===== config.mk =====
export PLATFORM = sky130hd
export DESIGN_NAME = cache_refill_ctrl_flat
export DESIGN_NICKNAME = d
export VERILOG_FILES = /design/src/rtl/cache_refill_if.sv /design/src/rtl/cache_refill_ctrl.sv /design/src/flat_wrapper.sv
export SDC_FILE = /design/constraint.sdc
export NUM_CORES = 1
export LEC_CHECK = 0
export ABC_AREA = 1
export CORE_UTILIZATION = 45
export DETAILED_ROUTE_END_ITERATION = 10
export PLACE_DENSITY = 0.88
export SYNTH_ARGS = -nofsm -noshare
export SYNTH_HDL_FRONTEND = slang
export SYNTH_SLANG_ARGS = --single-unit

===== constraint.sdc =====
create_clock -name clk -period 1.8 [get_ports clk]
set_input_delay 0.18 -clock clk [delete_from_list [all_inputs] [get_ports clk]]
set_output_delay 0.18 -clock clk [all_outputs]
set_load 0.02 [all_outputs]

===== src/rtl/cache_refill_if.sv =====
// Cache-side and memory-side signals of the single-line refill controller.
// The controller connects through master; the cache/memory environment through slave.
interface cache_refill_if;
    logic        miss;
    logic [31:0] miss_addr;
    logic        stall;
    logic        refill;
    logic [31:0] refill_addr;
    logic [31:0] refill_data;
    logic [3:0]  refill_wen;
    logic        mem_arvalid;
    logic [31:0] mem_araddr;
    logic        mem_arready;
    logic        mem_rvalid;
    logic [31:0] mem_rdata;
    logic [1:0]  mem_rresp;
    logic        mem_rready;
    logic        bus_err;

    modport master (
        input  miss, miss_addr, mem_arready, mem_rvalid, mem_rdata, mem_rresp,
        output stall, refill, refill_addr, refill_data, refill_wen,
               mem_arvalid, mem_araddr, mem_rready, bus_err
    );

    modport slave (
        output miss, miss_addr, mem_arready, mem_rvalid, mem_rdata, mem_rresp,
        input  stall, refill, refill_addr, refill_data, refill_wen,
               mem_arvalid, mem_araddr, mem_rready, bus_err
    );
endinterface


===== src/rtl/cache_refill_ctrl.sv =====
// Single-outstanding cache line refill controller: one word read per miss,
// one-cycle refill strobe, saturating miss and bus-error counters.
module cache_refill_ctrl #(
    parameter int ERR_CNT_W = 16
) (
    input  logic                 clk,
    input  logic                 reset,
    cache_refill_if.master       bus,
    output logic [31:0]          miss_cnt,
    output logic [ERR_CNT_W-1:0] err_cnt
);
    localparam logic [2:0] IDLE   = 3'd0;
    localparam logic [2:0] REQ    = 3'd1;
    localparam logic [2:0] RESP   = 3'd2;
    localparam logic [2:0] REFILL = 3'd3;
    localparam logic [2:0] DONE   = 3'd4;

    logic [2:0]           state_q, state_d;
    logic [31:0]          addr_q, addr_d;
    logic [31:0]          data_q, data_d;
    logic                 err_q, err_d;
    logic [31:0]          miss_cnt_q, miss_cnt_d;
    logic [ERR_CNT_W-1:0] err_cnt_q, err_cnt_d;

    function automatic logic [31:0] sat_inc_miss(input logic [31:0] v);
        return (&v) ? v : v + 32'd1;
    endfunction

    function automatic logic [ERR_CNT_W-1:0] sat_inc_err(input logic [ERR_CNT_W-1:0] v);
        return (&v) ? v : v + {{(ERR_CNT_W-1){1'b0}}, 1'b1};
    endfunction

    always_comb begin
        state_d    = state_q;
        addr_d     = addr_q;
        data_d     = data_q;
        err_d      = err_q;
        miss_cnt_d = miss_cnt_q;
        err_cnt_d  = err_cnt_q;
        case (state_q)
            IDLE: begin
                if (bus.miss) begin
                    addr_d     = bus.miss_addr & 32'hFFFF_FFFC;
                    miss_cnt_d = sat_inc_miss(miss_cnt_q);
                    state_d    = REQ;
                end
            end
            REQ: begin
                if (bus.mem_arready) state_d = RESP;
            end
            RESP: begin
                if (bus.mem_rvalid) begin
                    if (bus.mem_rresp == 2'b00) begin
                        data_d  = bus.mem_rdata;
                        state_d = REFILL;
                    end else begin
                        // Failed read skips the refill; the flag marks the DONE cycle.
                        err_d     = 1'b1;
                        err_cnt_d = sat_inc_err(err_cnt_q);
                        state_d   = DONE;
                    end
                end
            end
            REFILL: state_d = DONE;
            DONE: begin
                err_d   = 1'b0;
                state_d = IDLE;
            end
            default: state_d = IDLE;
        endcase
    end

    always_ff @(posedge clk) begin
        if (reset) begin
            state_q    <= IDLE;
            addr_q     <= '0;
            data_q     <= '0;
            err_q      <= 1'b0;
            miss_cnt_q <= '0;
            err_cnt_q  <= '0;
        end else begin
            state_q    <= state_d;
            addr_q     <= addr_d;
            data_q     <= data_d;
            err_q      <= err_d;
            miss_cnt_q <= miss_cnt_d;
            err_cnt_q  <= err_cnt_d;
        end
    end

    // DONE drops stall so the cache re-lookup sees the freshly written line.
    assign bus.stall       = ((state_q != IDLE) && (state_q != DONE)) ||
                             ((state_q == IDLE) && bus.miss);
    assign bus.mem_arvalid = (state_q == REQ);
    assign bus.mem_araddr  = (state_q == REQ) ? addr_q : '0;
    assign bus.mem_rready  = (state_q == RESP);
    assign bus.refill      = (state_q == REFILL);
    assign bus.refill_addr = (state_q == REFILL) ? addr_q : '0;
    assign bus.refill_data = (state_q == REFILL) ? data_q : '0;
    assign bus.refill_wen  = (state_q == REFILL) ? 4'hF : 4'h0;
    assign bus.bus_err     = (state_q == DONE) && err_q;
    assign miss_cnt        = miss_cnt_q;
    assign err_cnt         = err_cnt_q;
endmodule

===== src/flat_wrapper.sv =====
// flat-port wrapper written by rule: the top's interface ports become plain ports
module cache_refill_ctrl_flat 
#(
    parameter int ERR_CNT_W = 16
)
  (clk, reset, miss_cnt, err_cnt, bus_miss, bus_miss_addr, bus_mem_arready, bus_mem_rvalid, bus_mem_rdata, bus_mem_rresp, bus_stall, bus_refill, bus_refill_addr, bus_refill_data, bus_refill_wen, bus_mem_arvalid, bus_mem_araddr, bus_mem_rready, bus_bus_err);
  cache_refill_if bus_i ();
  input  logic clk;
  input  logic reset;
  output logic [31:0] miss_cnt;
  output logic [ERR_CNT_W-1:0] err_cnt;
  input wire logic [$bits(bus_i.miss)-1:0] bus_miss;
  input wire logic [$bits(bus_i.miss_addr)-1:0] bus_miss_addr;
  input wire logic [$bits(bus_i.mem_arready)-1:0] bus_mem_arready;
  input wire logic [$bits(bus_i.mem_rvalid)-1:0] bus_mem_rvalid;
  input wire logic [$bits(bus_i.mem_rdata)-1:0] bus_mem_rdata;
  input wire logic [$bits(bus_i.mem_rresp)-1:0] bus_mem_rresp;
  output wire logic [$bits(bus_i.stall)-1:0] bus_stall;
  output wire logic [$bits(bus_i.refill)-1:0] bus_refill;
  output wire logic [$bits(bus_i.refill_addr)-1:0] bus_refill_addr;
  output wire logic [$bits(bus_i.refill_data)-1:0] bus_refill_data;
  output wire logic [$bits(bus_i.refill_wen)-1:0] bus_refill_wen;
  output wire logic [$bits(bus_i.mem_arvalid)-1:0] bus_mem_arvalid;
  output wire logic [$bits(bus_i.mem_araddr)-1:0] bus_mem_araddr;
  output wire logic [$bits(bus_i.mem_rready)-1:0] bus_mem_rready;
  output wire logic [$bits(bus_i.bus_err)-1:0] bus_bus_err;
  assign bus_i.miss = bus_miss;
  assign bus_i.miss_addr = bus_miss_addr;
  assign bus_i.mem_arready = bus_mem_arready;
  assign bus_i.mem_rvalid = bus_mem_rvalid;
  assign bus_i.mem_rdata = bus_mem_rdata;
  assign bus_i.mem_rresp = bus_mem_rresp;
  assign bus_stall = bus_i.stall;
  assign bus_refill = bus_i.refill;
  assign bus_refill_addr = bus_i.refill_addr;
  assign bus_refill_data = bus_i.refill_data;
  assign bus_refill_wen = bus_i.refill_wen;
  assign bus_mem_arvalid = bus_i.mem_arvalid;
  assign bus_mem_araddr = bus_i.mem_araddr;
  assign bus_mem_rready = bus_i.mem_rready;
  assign bus_bus_err = bus_i.bus_err;
  cache_refill_ctrl #(.ERR_CNT_W(ERR_CNT_W)) u_core (.clk(clk), .reset(reset), .bus(bus_i), .miss_cnt(miss_cnt), .err_cnt(err_cnt));
endmodule

==> results of run 1 <==
## worst max-delay path, delay by kind of cell (launching register included)
kind,cells,cell delay [ns]
buffers and inverters,4,0.70
flip-flops,1,0.32
AND/OR/NAND/NOR,2,0.19
## kinds of logic (layout without fill, tap and decap cells)
logic type,after synthesis,in the layout,share of synthesized area
xor gates and xnor gates,17,17,0.0255
and+or+nand+nor,420,420,0.308
buffers and inverters,160,407,0.114
AOI/OAI and AO/OA,173,173,0.156
other,1,4,0.000643
adders and majority gates,2,2,0.00429
DFF,114,114,0.391
## layer usage
layer / global-route usage / vias up / routed length (um) / part of all wire
met5: 0 / - / 0 / 0
met2: 0.456 / 259 / 9320 / 0.50
met3: 0.0722 / 41 / 1380 / 0.073
li1: - / 3260 / - / -
met4: 0.116 / 0 / 391 / 0.021
met1: 0.308 / 3001 / 7690 / 0.41
## synth_stat cells
library cell,instances
nand3_1,36
nand2_1,156
xnor2_1,8
nand2_4,3
buf_4,11
inv_2,2
dfxtp_1,114
nor2_2,6
conb_1,1
o21ai_1,4
buf_12,1
nor4_1,1
xor2_1,9
a31oi_1,2
nand4_1,10
buf_6,1
o21ai_0,68
nor3_1,7
o21ai_2,1
ha_1,2
clkbuf_1,32
nor2_8,3
nor2_1,181
nand3b_1,2
nor2_4,2
inv_1,111
nand2_2,13
a21oi_1,88
a21oi_2,10
buf_1,1
buf_2,1
## flip-flops by register name, summed over array words and instances, names as in the netlist
name,cells
u_core.err_q,1
u_core.addr_q,30
u_core.state_q,3
u_core.miss_cnt,32
u_core.data_q,32
u_core.err_cnt,16
## timing repair
item / 4_1_cts / 5_1_grt
buffers inserted: 0 / 2
gates resized for setup: 338 / 90
gates cloned: 0 / 3
setup endpoints to repair: 101 / 136
## area by class of cell
cell class	count	area, um^2	share of cell area
Timing Repair Buffer	263	2220	0.253
Inverter	113	427	0.0486
Clock buffer	20	457	0.0520
Multi-Input combinational cell	616	2970	0.338
Sequential cell	114	2290	0.260
Tap cell	172	215	0.0245
Clock inverter	11	208	0.0236
## power by group through the flow
stage / registers [mW] / logic (mW) / clock network [mW]
2_1_floorplan: 2.80 / 0.821 / 0
3_3_place_gp: 2.78 / 1.42 / 0
3_5_place_dp: 2.79 / 1.44 / 0
4_1_cts: 2.74 / 1.41 / 3.86
5_1_grt: 2.76 / 1.60 / 3.98
6_report: 2.74 / 1.49 / 3.82
## how the worst min path moves through the flow
stage          depth (start not counted)         startpoint  slack (ns)                end
3_3_place_gp                           2  u_core.data_q[14]        0.44  u_core.data_q[14]
2_1_floorplan                          2  bus_miss_addr[31]        0.37  u_core.addr_q[31]
6_report                               3  bus_mem_rdata[14]        0.39  u_core.data_q[14]
3_5_place_dp                           2   u_core.data_q[0]        0.44   u_core.data_q[0]
4_1_cts                                3  bus_mem_rdata[14]        0.37  u_core.data_q[14]
5_1_grt                                3   bus_miss_addr[2]        0.40   u_core.addr_q[2]
==> impl_metrics.py, run 1 <==
metrics = {
    "setup_path": {
        "r2r_slack_ns": 0.11,
        "r2r-end": "u_core.miss_cnt[25]",
        "crit_chain": "inv_2 > nand2_2 > nor2_4 > buf_4 > buf_4 > dlygate4sd2_1",
        "crit_required_ns": 1.62,
        "criticalPathCategory": "flip-flop to output port",
        "reg2reg_depth": 8,
        "r2r-start": "u_core.miss_cnt[15]",
        "cpMostUsedCell": "buf_4",
        "slowest_stage": "dlygate4sd2_1",
        "cp_max_fo": 6,
        "crit_start": "u_core.state_q[2]",
        "critPathMaxStageDelay_ns": 0.34,
        "cp-start-kind": "flip-flop",
        "end_kind": "output port",
        "cp-endpoint": "bus_refill_wen[3]",
        "crit_arrival_ns": 1.62,
    },
    "run_status": {
        "failed_checks": "negative setup slack",
        "outcome": "complete, but fails checks",
    },
    "pwr": {
        "p_comb_frac": 0.185,
        "p_sw_mw": 2.14,
        "power_density_nw_per_um2": 916,
        "seq_power_share": 0.341,
        "cellLeakagePower_nw": 3.65,
        "internal_power_mw": 5.90,
        "p_total_mw": 8.05,
        "switching_share": 0.266,
        "irDropWorstVdd_v": 0.000758,
        "pwr-share-clk": 0.474,
    },
    "synth": {
        "synth_top_cell_by_area": "dfxtp_1",
        "ys_ff_latch": 114,
        "synth_cells": 887,
        "synthTopCellsByArea": "dfxtp_1, nor2_1, nand2_1",
        "synthDistinctLibCells": 31,
        "synth_top_area_frac": 0.391,
        "synthesis.area_um2": 5840,
        "seq_area_frac_synth": 0.391,
        "syn_area_per_cell_um2": 6.58,
        "ys_warn_count": 0,
    },
    "grt": {
        "gr-total-overflow": 0,
        "antenna_found_initial": 0,
        "grtUsageTotal": 0.265,
        "grt_pass1_vias": 5949,
        "grt_pass1_wl_um": 27600,
        "grt_max_degree": 65,
    },
    "min_path": {
        "hold_path_class": "primary input to flip-flop",
    },
    "drt": {
        "wl_per_cell_um": 14.3,
        "drtPass1Iterations": 6,
        "drc": 0,
        "drtIter0Drc": 446,
        "postRouteAntennaNets": 0,
        "routed_wl_um": 18800,
        "vias": 6561,
        "routed_via_density": 5.01,
    },
    "clock_network": {
        "cts_sinks": 114,
        "cts_buffers": 17,
        "clockRootBuffer": "clkbuf_16",
        "holdBufCountCts": 0,
        "cts_max_level": 4,
        "cts_tree": "yes",
        "clkTransAtPathRegs_ns": 0.05,
        "clock_latency_ns": 0.42,
        "clock_path_buffers": 2,
    },
    "place": {
        "pre_cts_slack_ns": -0.0297,
        "portBuffers": 217,
        "place.gp.congestion": 0.900,
        "hpwl_um": 12200,
        "dp.cells": 1273,
        "dpl_cell_area_um2": 8370,
    },
    "finish": {
        "final_cell_mix": "nor2_1, nand2_1, clkdlybuf4s50_1, dfxtp_1, inv_1",
        "fin_cells": 1309,
        "n_fill_cell": 1044,
        "final_common_cell": "nor2_1",
        "final_util": 0.696,
        "syn_to_final_growth_pct": 50.6,
        "nets": 1198,
        "num_antenna_cells": 0,
        "drive_above_1_share": 0.204,
        "final_area_um2": 8790,
    },
    "timing": {
        "setup_slack_ns": -0.00183,
        "period_share": 1.00,
        "clock_skew_ns": 0.00844,
        "timing.hold.ws_ns": 0.389,
        "rsz0062_at_grt": "yes",
        "setup-violations-final": 1,
        "final.min_clock_period_ns": 1.80,
        "slew_viol_final": 0,
        "tns_ns": -0.00183,
        "clock.fmax_mhz": 555,
        "hold_viol": 0,
    },
    "floorplanning": {
        "initial_core_util": 0.462,
        "die_h_um": 116,
        "rows": 41,
        "coreArea_um2": 12600,
        "die_area_um2": 13400,
        "io_pins": 224,
        "dieWidth_um": 116,
    },
    "job": {
        "cap_violations": 0,
    },
}
No activity file was read; power rests on OpenSTA's default activity.
==> run 2, diff against run 1 <==
CAP_MARGIN = 25   (was unset)
==> results of run 2 <==
Same layout as run 1: the final DEF is identical, and so are final timing and power.
==> run 3, diff against run 2 <==
CORE_MARGIN = 2   (was unset)
==> run 3 against run 2 <==
Compared with the run above:
- the flow now finishes without violations
- register-to-register slack improved by 0.02 ns
- utilization is 0.079 points higher
- critical endpoint is now bus_refill_addr[31]
- combinational power about the same
- largest cell class unchanged
- clock skew is 0.0019 ns lower
- global-route usage shrank 1.8 points
- total power fell by 8.4%
- worst setup slack improved by 0.052 ns
- hold slack improved by 0.0051 ns
==> impl_metrics.py, run 3 (synthesized netlist as in run 1, its figures left out) <==
metrics = {
    "clock_network": {
        "cts_sinks": 114,
        "cts_setup_buffers": 0,
        "clockRootBuffer": "clkbuf_16",
        "holdBufCountCts": 0,
        "clock_path_buffers": 2,
        "clock_latency_ns": 0.41,
        "cts_tree": "yes",
        "clkTransAtPathRegs_ns": 0.05,
        "cts_buffers": 17,
        "cts_max_level": 4,
    },
    "setup_path": {
        "worst-path-buf-inv": 4,
        "crit_chain": "inv_2 > nand2_2 > nor2_4 > inv_6 > clkbuf_16 > nor2_1 > buf_4",
        "end_kind": "output port",
        "crit_required_ns": 1.62,
        "slowest_stage": "dfxtp_1",
        "reg2reg_depth": 9,
        "crit_arrival_ns": 1.57,
        "critPathMaxStageDelay_ns": 0.31,
        "criticalPathCategory": "flip-flop to output port",
        "path_depth": 7,
        "cp_max_fo": 12,
        "critPathTopFamily": "buffers and inverters",
        "r2r_slack_ns": 0.13,
        "cp-start-kind": "flip-flop",
    },
    "grt": {
        "grt_max_degree": 65,
        "gr-total-overflow": 0,
        "grt_pass1_wl_um": 27900,
        "grtUsageTotal": 0.247,
        "grt_pass1_vias": 5796,
        "antenna_found_initial": 0,
    },
    "place": {
        "pre_cts_slack_ns": -0.0157,
        "dp.cells": 1275,
        "hpwl_um": 12500,
        "portBuffers": 217,
        "place.gp.congestion": 0.926,
    },
    "finish": {
        "final_cell_mix": "nand2_1, nor2_1, clkdlybuf4s50_1, dfxtp_1, inv_1",
        "num_antenna_cells": 0,
        "fin_cells": 1308,
        "drive_above_1_share": 0.214,
        "nets": 1199,
        "final_common_cell": "nand2_1",
        "syn_to_final_growth_pct": 50.7,
        "final_util": 0.697,
    },
    "job": {
        "cap_violations": 0,
    },
    "drt": {
        "routed_wl_um": 18500,
        "drtPass1Iterations": 6,
        "routed_via_density": 5.06,
        "wl_per_cell_um": 14.2,
        "drc": 0,
        "drtIter0Drc": 506,
        "postRouteAntennaNets": 0,
        "vias": 6622,
    },
    "pwr": {
        "cellLeakagePower_nw": 3.59,
        "p_total_mw": 7.37,
        "irDropWorstVdd_v": 0.000549,
        "power_density_nw_per_um2": 838,
    },
    "run_status": {
        "outcome": "completed",
    },
    "timing": {
        "period_share": 0.972,
        "setup_slack_ns": 0.0499,
        "clock.fmax_mhz": 571,
        "slew_viol_final": 0,
        "clock_skew_ns": 0.00658,
        "rsz0062_at_grt": "yes",
        "timing.hold.ws_ns": 0.394,
        "final.min_clock_period_ns": 1.75,
        "hold_viol": 0,
        "setup-violations-final": 0,
    },
    "floorplanning": {
        "initial_core_util": 0.462,
        "coreArea_um2": 12600,
        "dieWidth_um": 118,
        "io_pins": 224,
        "die_area_um2": 13900,
        "die_h_um": 118,
        "rows": 41,
    },
    "min_path": {
        "whs_path_depth": 3,
        "hold_path_class": "primary input to flip-flop",
    },
}
==> run 3: cell type report <==
type	instances	area, um^2
fillers	1034	3820
inverters	113	429
clock inverters	7	85.1
multi-input cells	616	3020
flip-flops and latches	114	2280
well taps	172	215
clock buffers	22	464
repair buffers	264	2300
==> run 3: metal layers <==
metal  GRT usage  wire, um
met2       0.413      9060
met3      0.0606      1180
met1       0.293      7610
met4       0.126       680
met5           0         0
==> run 3: final timing paths <==
kind | to | from
worst max-delay path | bus_refill_addr[31] | u_core.state_q[2]
worst max register to register | u_core.miss_cnt[25] | u_core.miss_cnt[0]
worst min-delay path | u_core.addr_q[13] | bus_miss_addr[13]
worst min register to register | u_core.data_q[22] | u_core.data_q[22]
==> run 3: tightest hold or removal path, stage by stage <==
cell and delay [ns]:
clkdlybuf4s50_1 0.39, o21ai_0 0.15, a21oi_1 0.04
==> run 3: metrics by stage <==
stage | TNS, ns | cell area [um^2]
2_1_floorplan | 0 | 5850
3_3_place_gp | 0 | 8400
3_5_place_dp | -0.0157 | 8400
4_1_cts | -0.00161 | 8680
5_1_grt | -0.0687 | 8800
6_report | 0 | 8800
==> run 3: timing repair <==
action / in CTS / in global routing
resized for setup: 307 / 142
endpoints found under the setup margin: 101 / 127
gates cloned: 0 / 4
pin swaps: 0 / 1
==> run 3: report_power, final <==
group	switching, mW	internal [mW]
Sequential	0.0591	2.68
Combinational	0.911	0.567
Clock	1.09	2.07
